$ cat src/rtl/add_accum_sat_if.sv
// Handshake bundle between the adder stage, the saturating frame accumulator and its consumer.
interface add_accum_sat_if #(
  parameter int DW    = 18,
  parameter int CNT_W = 8
);
  logic             in_valid;
  logic             in_ready;
  logic [DW-1:0]    in_sum;
  logic             in_carry;
  logic [CNT_W-1:0] acc_len;
  logic             clear;
  logic             out_valid;
  logic             out_ready;
  logic [DW-1:0]    out_data;
  logic             out_sat;

  modport master (
    output in_valid, in_sum, in_carry, acc_len, clear, out_ready,
    input  in_ready, out_valid, out_data, out_sat
  );

  modport slave (
    input  in_valid, in_sum, in_carry, acc_len, clear, out_ready,
    output in_ready, out_valid, out_data, out_sat
  );
endinterface

$ cat src/rtl/add_accum_sat.sv
// Saturating frame accumulator: clamps each {carry,sum} adder result to DW bits, sums
// acc_len samples with saturation and presents the total plus a sticky clamp flag.
module add_accum_sat #(
  parameter int DW    = 18,
  parameter int US    = 1,
  parameter int CNT_W = 8
) (
  input logic            clk,
  input logic            rst_n,
  add_accum_sat_if.slave bus
);
  localparam logic [0:0] ST_ACC = 1'b0;
  localparam logic [0:0] ST_OUT = 1'b1;

  logic [0:0]       state;
  logic [DW-1:0]    acc;
  logic [CNT_W-1:0] cnt;
  logic [CNT_W-1:0] len;
  logic             sticky;
  logic [DW-1:0]    out_data_q;
  logic             out_sat_q;
  logic             out_valid_q;

  logic [DW-1:0]    sample;
  logic             in_clamp;
  logic [DW-1:0]    acc_new;
  logic             acc_clamp;
  logic [CNT_W-1:0] len_eff;
  logic [CNT_W:0]   cnt_inc;
  logic             last;

  assign bus.in_ready  = (state == ST_ACC) && !bus.clear;
  assign bus.out_valid = out_valid_q;
  assign bus.out_data  = out_data_q;
  assign bus.out_sat   = out_sat_q;

  generate
    if (US != 0) begin : g_uns
      logic [DW:0] sum_w;
      always_comb begin
        in_clamp = bus.in_carry;
        sample   = bus.in_carry ? {DW{1'b1}} : bus.in_sum;
        sum_w    = {1'b0, acc} + {1'b0, sample};
        acc_clamp = sum_w[DW];
        acc_new   = sum_w[DW] ? {DW{1'b1}} : sum_w[DW-1:0];
      end
    end else begin : g_sgn
      logic [DW:0] sum_w;
      always_comb begin
        // Carry disagreeing with the sum MSB means the DW+1-bit value left the DW-bit range.
        in_clamp = bus.in_carry != bus.in_sum[DW-1];
        if (in_clamp)
          sample = bus.in_carry ? {1'b1, {(DW-1){1'b0}}} : {1'b0, {(DW-1){1'b1}}};
        else
          sample = bus.in_sum;
        sum_w     = {acc[DW-1], acc} + {sample[DW-1], sample};
        acc_clamp = sum_w[DW] != sum_w[DW-1];
        if (acc_clamp)
          acc_new = sum_w[DW] ? {1'b1, {(DW-1){1'b0}}} : {1'b0, {(DW-1){1'b1}}};
        else
          acc_new = sum_w[DW-1:0];
      end
    end
  endgenerate

  // Frame length is latched on the first accept; a zero length means one sample.
  assign len_eff = (cnt == '0) ? ((bus.acc_len == '0) ? {{(CNT_W-1){1'b0}}, 1'b1} : bus.acc_len)
                               : len;
  assign cnt_inc = {1'b0, cnt} + {{CNT_W{1'b0}}, 1'b1};
  assign last    = cnt_inc == {1'b0, len_eff};

  always_ff @(posedge clk or negedge rst_n) begin
    if (!rst_n) begin
      state       <= ST_ACC;
      acc         <= '0;
      cnt         <= '0;
      len         <= '0;
      sticky      <= 1'b0;
      out_data_q  <= '0;
      out_sat_q   <= 1'b0;
      out_valid_q <= 1'b0;
    end else if (bus.clear) begin
      state       <= ST_ACC;
      acc         <= '0;
      cnt         <= '0;
      sticky      <= 1'b0;
      out_valid_q <= 1'b0;
    end else begin
      case (state)
        ST_ACC: begin
          if (bus.in_valid) begin
            if (cnt == '0) len <= len_eff;
            if (last) begin
              out_data_q  <= acc_new;
              out_sat_q   <= sticky | in_clamp | acc_clamp;
              out_valid_q <= 1'b1;
              acc         <= '0;
              cnt         <= '0;
              sticky      <= 1'b0;
              state       <= ST_OUT;
            end else begin
              acc    <= acc_new;
              cnt    <= cnt_inc[CNT_W-1:0];
              sticky <= sticky | in_clamp | acc_clamp;
            end
          end
        end
        default: begin
          if (bus.out_ready) begin
            out_valid_q <= 1'b0;
            state       <= ST_ACC;
          end
        end
      endcase
    end
  end
endmodule

$ cat src/flat_wrapper.sv
// flat-port wrapper written by rule: the top's interface ports become plain ports
module add_accum_sat_flat 
#(
  parameter int DW    = 18,
  parameter int US    = 1,
  parameter int CNT_W = 8
)
  (clk, rst_n, bus_in_valid, bus_in_sum, bus_in_carry, bus_acc_len, bus_clear, bus_out_ready, bus_in_ready, bus_out_valid, bus_out_data, bus_out_sat);
  add_accum_sat_if #(.DW(DW), .CNT_W(CNT_W)) bus_i ();
  input logic clk;
  input logic rst_n;
  input wire logic [$bits(bus_i.in_valid)-1:0] bus_in_valid;
  input wire logic [$bits(bus_i.in_sum)-1:0] bus_in_sum;
  input wire logic [$bits(bus_i.in_carry)-1:0] bus_in_carry;
  input wire logic [$bits(bus_i.acc_len)-1:0] bus_acc_len;
  input wire logic [$bits(bus_i.clear)-1:0] bus_clear;
  input wire logic [$bits(bus_i.out_ready)-1:0] bus_out_ready;
  output wire logic [$bits(bus_i.in_ready)-1:0] bus_in_ready;
  output wire logic [$bits(bus_i.out_valid)-1:0] bus_out_valid;
  output wire logic [$bits(bus_i.out_data)-1:0] bus_out_data;
  output wire logic [$bits(bus_i.out_sat)-1:0] bus_out_sat;
  assign bus_i.in_valid = bus_in_valid;
  assign bus_i.in_sum = bus_in_sum;
  assign bus_i.in_carry = bus_in_carry;
  assign bus_i.acc_len = bus_acc_len;
  assign bus_i.clear = bus_clear;
  assign bus_i.out_ready = bus_out_ready;
  assign bus_in_ready = bus_i.in_ready;
  assign bus_out_valid = bus_i.out_valid;
  assign bus_out_data = bus_i.out_data;
  assign bus_out_sat = bus_i.out_sat;
  add_accum_sat #(.DW(DW), .US(US), .CNT_W(CNT_W)) u_core (.clk(clk), .rst_n(rst_n), .bus(bus_i));
endmodule
$ cat config.mk
export PLATFORM = sky130hd
export DESIGN_NAME = add_accum_sat_flat
export DESIGN_NICKNAME = d
export VERILOG_FILES = /design/src/rtl/add_accum_sat_if.sv /design/src/rtl/add_accum_sat.sv /design/src/flat_wrapper.sv
export SDC_FILE = /design/constraint.sdc
export NUM_CORES = 1
export LEC_CHECK = 0
export ABC_AREA = 1
export ABC_CLOCK_PERIOD_IN_PS = 2400
export BUFFER_PORTS_ARGS = -buffer_cell sky130_fd_sc_hd__clkbuf_2
export CAP_MARGIN = 15
export CORE_AREA = 2 2 62 122
export DETAILED_ROUTE_END_ITERATION = 16
export DIE_AREA = 0 0 64 124
export GPL_TIMING_DRIVEN = 0
export PLACE_DENSITY = 0.77
export SLEW_MARGIN = 20
export SYNTH_ARGS = -nofsm -noshare
export SYNTH_HDL_FRONTEND = slang
export SYNTH_SLANG_ARGS = --single-unit
$ cat constraint.sdc
create_clock -name clk -period 2.4 [get_ports clk]
set_input_delay 0.12 -clock clk [delete_from_list [all_inputs] [get_ports clk]]
set_output_delay 0.12 -clock clk [all_outputs]
set_load 0.005 [all_outputs]
== Yosys cells after proc, flatten, opt, wreduce, memory -nomap -nowiden ==
Index checks and enable logic that the tools add are counted.

* Multipliers: 0
* $add $sub $neg: 2
* Magnitude comparators: 0
* Equal/unequal tests: 3
* Reduce and logical (&&, ||, !) cells: 11
* Bitwise operators: 4
* Shift operators: 0
* Div/mod/pow operators: 0
* Mux-type cells: 26

{| class="wikitable"
|+ Operators with widths
! operator !! number
|-
| $mux W18 || 6
|-
| $mux W8 || 6
|-
| $add A18 B18 Y19 || 1
|-
| $logic_not A8 Y1 || 2
|-
| $mux W1 || 14
|-
| $add A8 B1 Y9 const B || 1
|-
| $eq A9 B8 Y1 || 1
|-
| $reduce_and A4 Y1 || 2
|-
| $reduce_bool A3 Y1 || 2
|-
| $ne A3 B3 Y1 const B || 1
|-
| $reduce_and A3 Y1 || 1
|-
| $ne A2 B2 Y1 const B || 1
|-
| $not A1 Y1 || 2
|-
| $or A1 B1 Y1 || 2
|-
| $reduce_and A2 Y1 || 1
|-
| $reduce_bool A2 Y1 || 1
|-
| $logic_and A1 B1 Y1 || 1
|-
| $logic_not A1 Y1 || 1
|}

* Bits in registers: 56
* Word-level logic and storage cells: 54
* Memories kept: 0
* Bits in latches: 0
* Input port bits: 32
* Bits in writable memories: 0
* Memory bits (read-only): 0
* Output and inout bits: 21

== Longest topological paths before layout ==
* Word-level depth: 8
* Depth in mapped cells: 17
* Mapped depth without buffers: 15

== Least setup slack after synthesis ==
OpenSTA, ideal clock, no wires.

* Path type: input to register
* From: in bus_in_carry
* To: reg u_core.acc[7]
* Cell stages on the path: 13
* Arrival time: 2.095 ns
* Required time: 2.282 ns
* Library setup time: 0.118 ns
* Buffers on the path: 2
* Path slack: 0.187 ns
* Path through: clkbuf_1 -> or2_2 -> ha_1 -> a21oi_1 -> a21boi_1 -> nand2_1 -> nand2_1 -> nand2_1 -> nor2_2 -> buf_2 -> nand3_1 -> nand3_1 -> nand2_1

* Cells in the longest elaborated chain, start to end: 7

{| class="wikitable"
|+ RTL lines
! item !! RTL line !! RTL
|-
| start, declared || flat_wrapper.sv:14 || <nowiki>input wire logic [$bits(bus_i.in_carry)-1:0] bus_in_carry;</nowiki>
|-
| $mux W18 || add_accum_sat.sv:42 || <nowiki>sample = bus.in_carry ? {DW{1'b1}} : bus.in_sum;</nowiki>
|-
| $add A18 B18 Y19 || add_accum_sat.sv:43 || <nowiki>sum_w = {1'b0, acc} + {1'b0, sample};</nowiki>
|-
| $mux W18 || add_accum_sat.sv:45 || <nowiki>acc_new = sum_w[DW] ? {DW{1'b1}} : sum_w[DW-1:0];</nowiki>
|-
| $mux W18 || add_accum_sat.sv:93 || <nowiki>if (last) begin</nowiki>
|-
| $mux W18 || add_accum_sat.sv:91 || <nowiki>if (bus.in_valid) begin</nowiki>
|-
| $mux W18 || add_accum_sat.sv:89 || <nowiki>case (state)</nowiki>
|-
| $mux W18 || add_accum_sat.sv:82 || <nowiki>end else if (bus.clear) begin</nowiki>
|-
| end signal, assigned || add_accum_sat.sv:102 || <nowiki>acc <= acc_new;</nowiki>
|-
| end, declared || add_accum_sat.sv:16 || <nowiki>logic [DW-1:0] acc;</nowiki>
|}

Every way passes these cells. The select of a mux whose other input is x is not followed.
A chain may end at the register's enable or synchronous reset.

== Worst setup path after layout ==
* From: reg u_core.cnt[0]
* To: reg u_core.out_data_q[17] (netlist: u_core.bus.out_data[17])

* Cells in the longest elaborated chain, start to end: 4
* Elaborated cells between the ends (all ways): 5

{| class="wikitable"
|+ RTL lines
! item !! RTL line !! RTL
|-
| start, declared || add_accum_sat.sv:17 || <nowiki>logic [CNT_W-1:0] cnt;</nowiki>
|-
| start signal, assigned || add_accum_sat.sv:103 || <nowiki>cnt <= cnt_inc[CNT_W-1:0];</nowiki>
|-
| parallel branches: the longest is 2 deep, another holds $add A8 B1 Y9 || - ||
|-
| $eq A9 B8 Y1 * || add_accum_sat.sv:70 || <nowiki>assign last = cnt_inc == {1'b0, len_eff};</nowiki>
|-
| $reduce_and A4 Y1 (no line) * || - ||
|-
| end signal, assigned || add_accum_sat.sv:94 || <nowiki>out_data_q <= acc_new;</nowiki>
|-
| end, declared || add_accum_sat.sv:20 || <nowiki>logic [DW-1:0] out_data_q;</nowiki>
|}

Mark *: on every way between the ends.

==> flow_summary_export.csv <==
group,metric,value,unit
route,via_count,4170,
run,maxCapViolations,0,
worst_hold_path,holdPathStages,2,
floorplanning,io_pins,53,
placed_design,portBuffers,52,
route,initialDrtViolationCount,250,
finish,final_nets,706,
logic_synthesis,synth.ff_latch_count,56,
worst_setup_path,cp.arrival,2.52,ns
route,wl_met3,483,um
route,highest_layer,"met4",
clocking,clock_sinks,56,
logic_synthesis,syn_area_per_cell,6.836,sq um
timing,period_share,0.9511,
logic_synthesis,synth_top_area_share,0.3547,
logic_synthesis,syn_inst,578,
logic_synthesis,synth.distinct_cells,35,
worst_setup_path,worstPathMaxFanout,10,
logic_synthesis,ys_warn_count,0,
placed_design,place_congestion,0.9265,
placed_design,dp_cells,721,
global_route,gr-total-overflow,0,
finish,syn2layout_area_growth,20.93,%
route,drcViolationCount,0,
timing,max_freq,0.4381,GHz
pwr,leakage,0.002701,uW
timing,setup_viol,0,
clocking,htreeDepth,2,
global_route,antenna_found_initial,0,
global_route,grt_pass1_wl,18.08,mm
timing,skew,0.008385,ns
worst_hold_path,hold_path_class,"in -> reg",
worst_setup_path,ff2ff_path_depth,15,
finish,drive_gt1_frac,0.2125,
clocking,numCtsBuffers,5,
route,wl_per_cell,16.07,um
finish,fin_cells,744,
logic_synthesis,async_flop_share,1.000,
logic_synthesis,synth_flop_cell,"dfrtp_1",
timing,min_period,2.283,ns
floorplanning,core.rowCount,43,
logic_synthesis,synth-edff-count,0,
pwr,clkPwrFrac,0.158,
pwr,power.net_switching,2445,uW
logic_synthesis,synthesis.nets,631,
worst_setup_path,critPathRequiredTime,2.64,ns
floorplanning,die_area,0.007936,sq mm
pwr,power_density,1112,mW/mm^2
logic_synthesis,synth_area_leader_cell,"dfrtp_1",
clocking,cts-root-buf,"clkbuf_16",
pwr,internal-power,2870,uW
route,first_pass_iters,5,
floorplanning,die_h,124,um
placed_design,pre_cts_ws,-0.7705,ns
clocking,cts_tree,"yes",
pwr,switching_share,0.4600,
global_route,grt_max_degree,42,
placed_design,dp_hpwl,8.787,mm
floorplanning,coreArea,0.006940,sq mm
timing,fin_ws,0.1175,ns
global_route,grt.total_usage,0.2995,
pwr,combinationalPowerShare,0.589,
route,wl,11.96,mm
outcome,status,"complete, no violations",
clocking,clockBufferDepth,2,
route,via_per_inst,5.605,
clocking,clock_latency,0.30,ns
floorplanning,start_util,0.5693,
logic_synthesis,ys_top_cells_by_count,"224 x nand2_1, 64 x nand3_1, 56 x dfrtp_1",
finish,final_core_util,0.6885,
worst_setup_path,criticalPathCategory,"reg -> reg",
pwr,ir_worst_vdd,0.7702,mV
timing,hold_viol_final,0,
logic_synthesis,synth_most_common_cell,"nand2_1",
logic_synthesis,syn_area,0.003951,sq mm
floorplanning,die_x,64,um
clocking,path_clk_slew,0.07,ns
route,dr_wl_met2,6.640,mm
global_route,grt_pass1_vias,4041,
route,drt-met1-wl,3.906,mm
timing,relSlewSlack,0.5220,
logic_synthesis,ys_seq_area_frac,0.3547,
timing,hold_ws,0.005982,ns
worst_setup_path,start_kind,"flip-flop",
worst_setup_path,endpoint_kind,"flip-flop",
pwr,pwr-share-seq,0.253,
route,ant_nets,0,
logic_synthesis,yosys-top-cells-area,"dfrtp_1 35%, nand2_1 21%, nand3_1 8.1%, ha_1 6.3%, inv_1 5.0%",
finish,diodes,0,
timing,tightest_slew,0.7170,ns
timing,slew_violations,0,
[power by group through the flow]
stage / registers (uW) / clock network [uW] / logic, uW
final: 1340 / 838 / 3130
after CTS: 1340 / 852 / 2840
after detailed placement: 1350 / 0 / 2780
after global routing: 1370 / 881 / 3500
after global placement: 1340 / 0 / 2710
after floorplan: 1320 / 0 / 2070
[final timing paths]
| path | end | slack (ns) | startpoint |
|---|---|---|---|
| worst max-delay path | u_core.bus.out_data[17]$_DFFE_PN0P_ | 0.12 | u_core.cnt[0]$_DFFE_PN0P_ |
| min in group asynchronous | u_core.state$_DFF_PN0_ | 0.25 | rst_n |
| worst max register to register | u_core.bus.out_data[17]$_DFFE_PN0P_ | 0.12 | u_core.cnt[0]$_DFFE_PN0P_ |
| max in group asynchronous | u_core.acc[0]$_DFFE_PN0P_ | 1.64 | rst_n |
| worst min-delay path | u_core.state$_DFF_PN0_ | 0.006 | bus_out_ready |
| worst min register to register | u_core.bus.out_data[0]$_DFFE_PN0P_ | 0.48 | u_core.bus.out_data[0]$_DFFE_PN0P_ |
[cell type report]
type / instances / area (sq um)
clock buffer: 6 / 128.9
fill: 608 / 2162
buffer: 13 / 118.9
multi-input combinational: 451 / 2317
sequential: 56 / 1404
inverter: 56 / 212.7
clock inverter: 2 / 35.03
timing repair buffer: 70 / 449.2
tap: 90 / 112.6
[worst max-delay path: stages (launching register included)]
cell	delay, ns
dfrtp_2	0.44
inv_4	0.08
ha_4	0.13
nand2_2	0.06
nor2_4	0.11
nand2_2	0.07
buf_6	0.14
nand2_1	0.07
nand2_2	0.07
xor2_1	0.15
nor2_2	0.20
nand3_4	0.18
nor2_8	0.21
buf_4	0.15
nand2_1	0.05
nand2_1	0.08
[what timing repair did]
item | 4_1_cts | 5_1_grt
endpoints found under the setup margin | 47 | 48
gates cloned | 0 | 3
resized for setup | 5 | 33
setup buffers | 0 | 13
pin swaps | 1 | 8
hold endpoints to repair | 15 | 0
hold buffers | 1 | 0
[through the flow]
step           area (sq um)  TNS [ns]  power (uW)
2_1_floorplan          3951         0        3388
3_3_place_gp           4324    -23.48        4051
3_5_place_dp           4347    -23.70        4132
4_1_cts                4533         0        5030
5_1_grt                4778  -0.08478        5752
6_report               4778         0        5315
[per-layer routing]
layer	track usage	vias up
li1	-	1994
met1	0.2750	1966
met2	0.5840	151
met3	0.03342	59
met4	0.2215	0
met5	0	-
[cell usage in the layout (no fill, tap or decap), types with 3 or more instances in the layout]
| cell | count |
|---|---|
| nand2_1 | 219 |
| o21ai_0 | 16 |
| or2_1 | 3 |
| nand3_1 | 64 |
| nor2_1 | 32 |
| inv_1 | 51 |
| dfrtp_1 | 54 |
| ha_1 | 19 |
| clkbuf_2 | 50 |
| xor2_1 | 4 |
| nand4_1 | 7 |
| clkbuf_1 | 4 |
| a21oi_1 | 22 |
| nor2_2 | 5 |
| nor3_1 | 3 |
| clkbuf_16 | 7 |
| buf_2 | 3 |
| buf_4 | 13 |
| buf_6 | 6 |
| nor2_4 | 3 |
| a21o_1 | 6 |
| or2_2 | 21 |
| inv_2 | 4 |
| nand2_2 | 7 |
[state kept, by name (all words and copies together), names as in the netlist]
signal and cells:
u_core.acc 18, u_core.bus.out_data 18, u_core.cnt 8, u_core.len 8
u_core.bus.out_sat 1, u_core.bus.out_valid 1, u_core.state 1, u_core.sticky 1
[cells by family after synthesis]
| logic type | share of synthesized area |
|---|---|
| AND/OR/NAND/NOR | 0.4120 |
| buffers and inverters | 0.07568 |
| flip-flops | 0.3547 |
| AO/OA/AOI/OAI | 0.07473 |
| adder cells (fa/ha/maj) | 0.06840 |
| XOR/XNOR | 0.008865 |
| multiplexers | 0.005699 |
No activity file was read; power rests on OpenSTA's default activity.
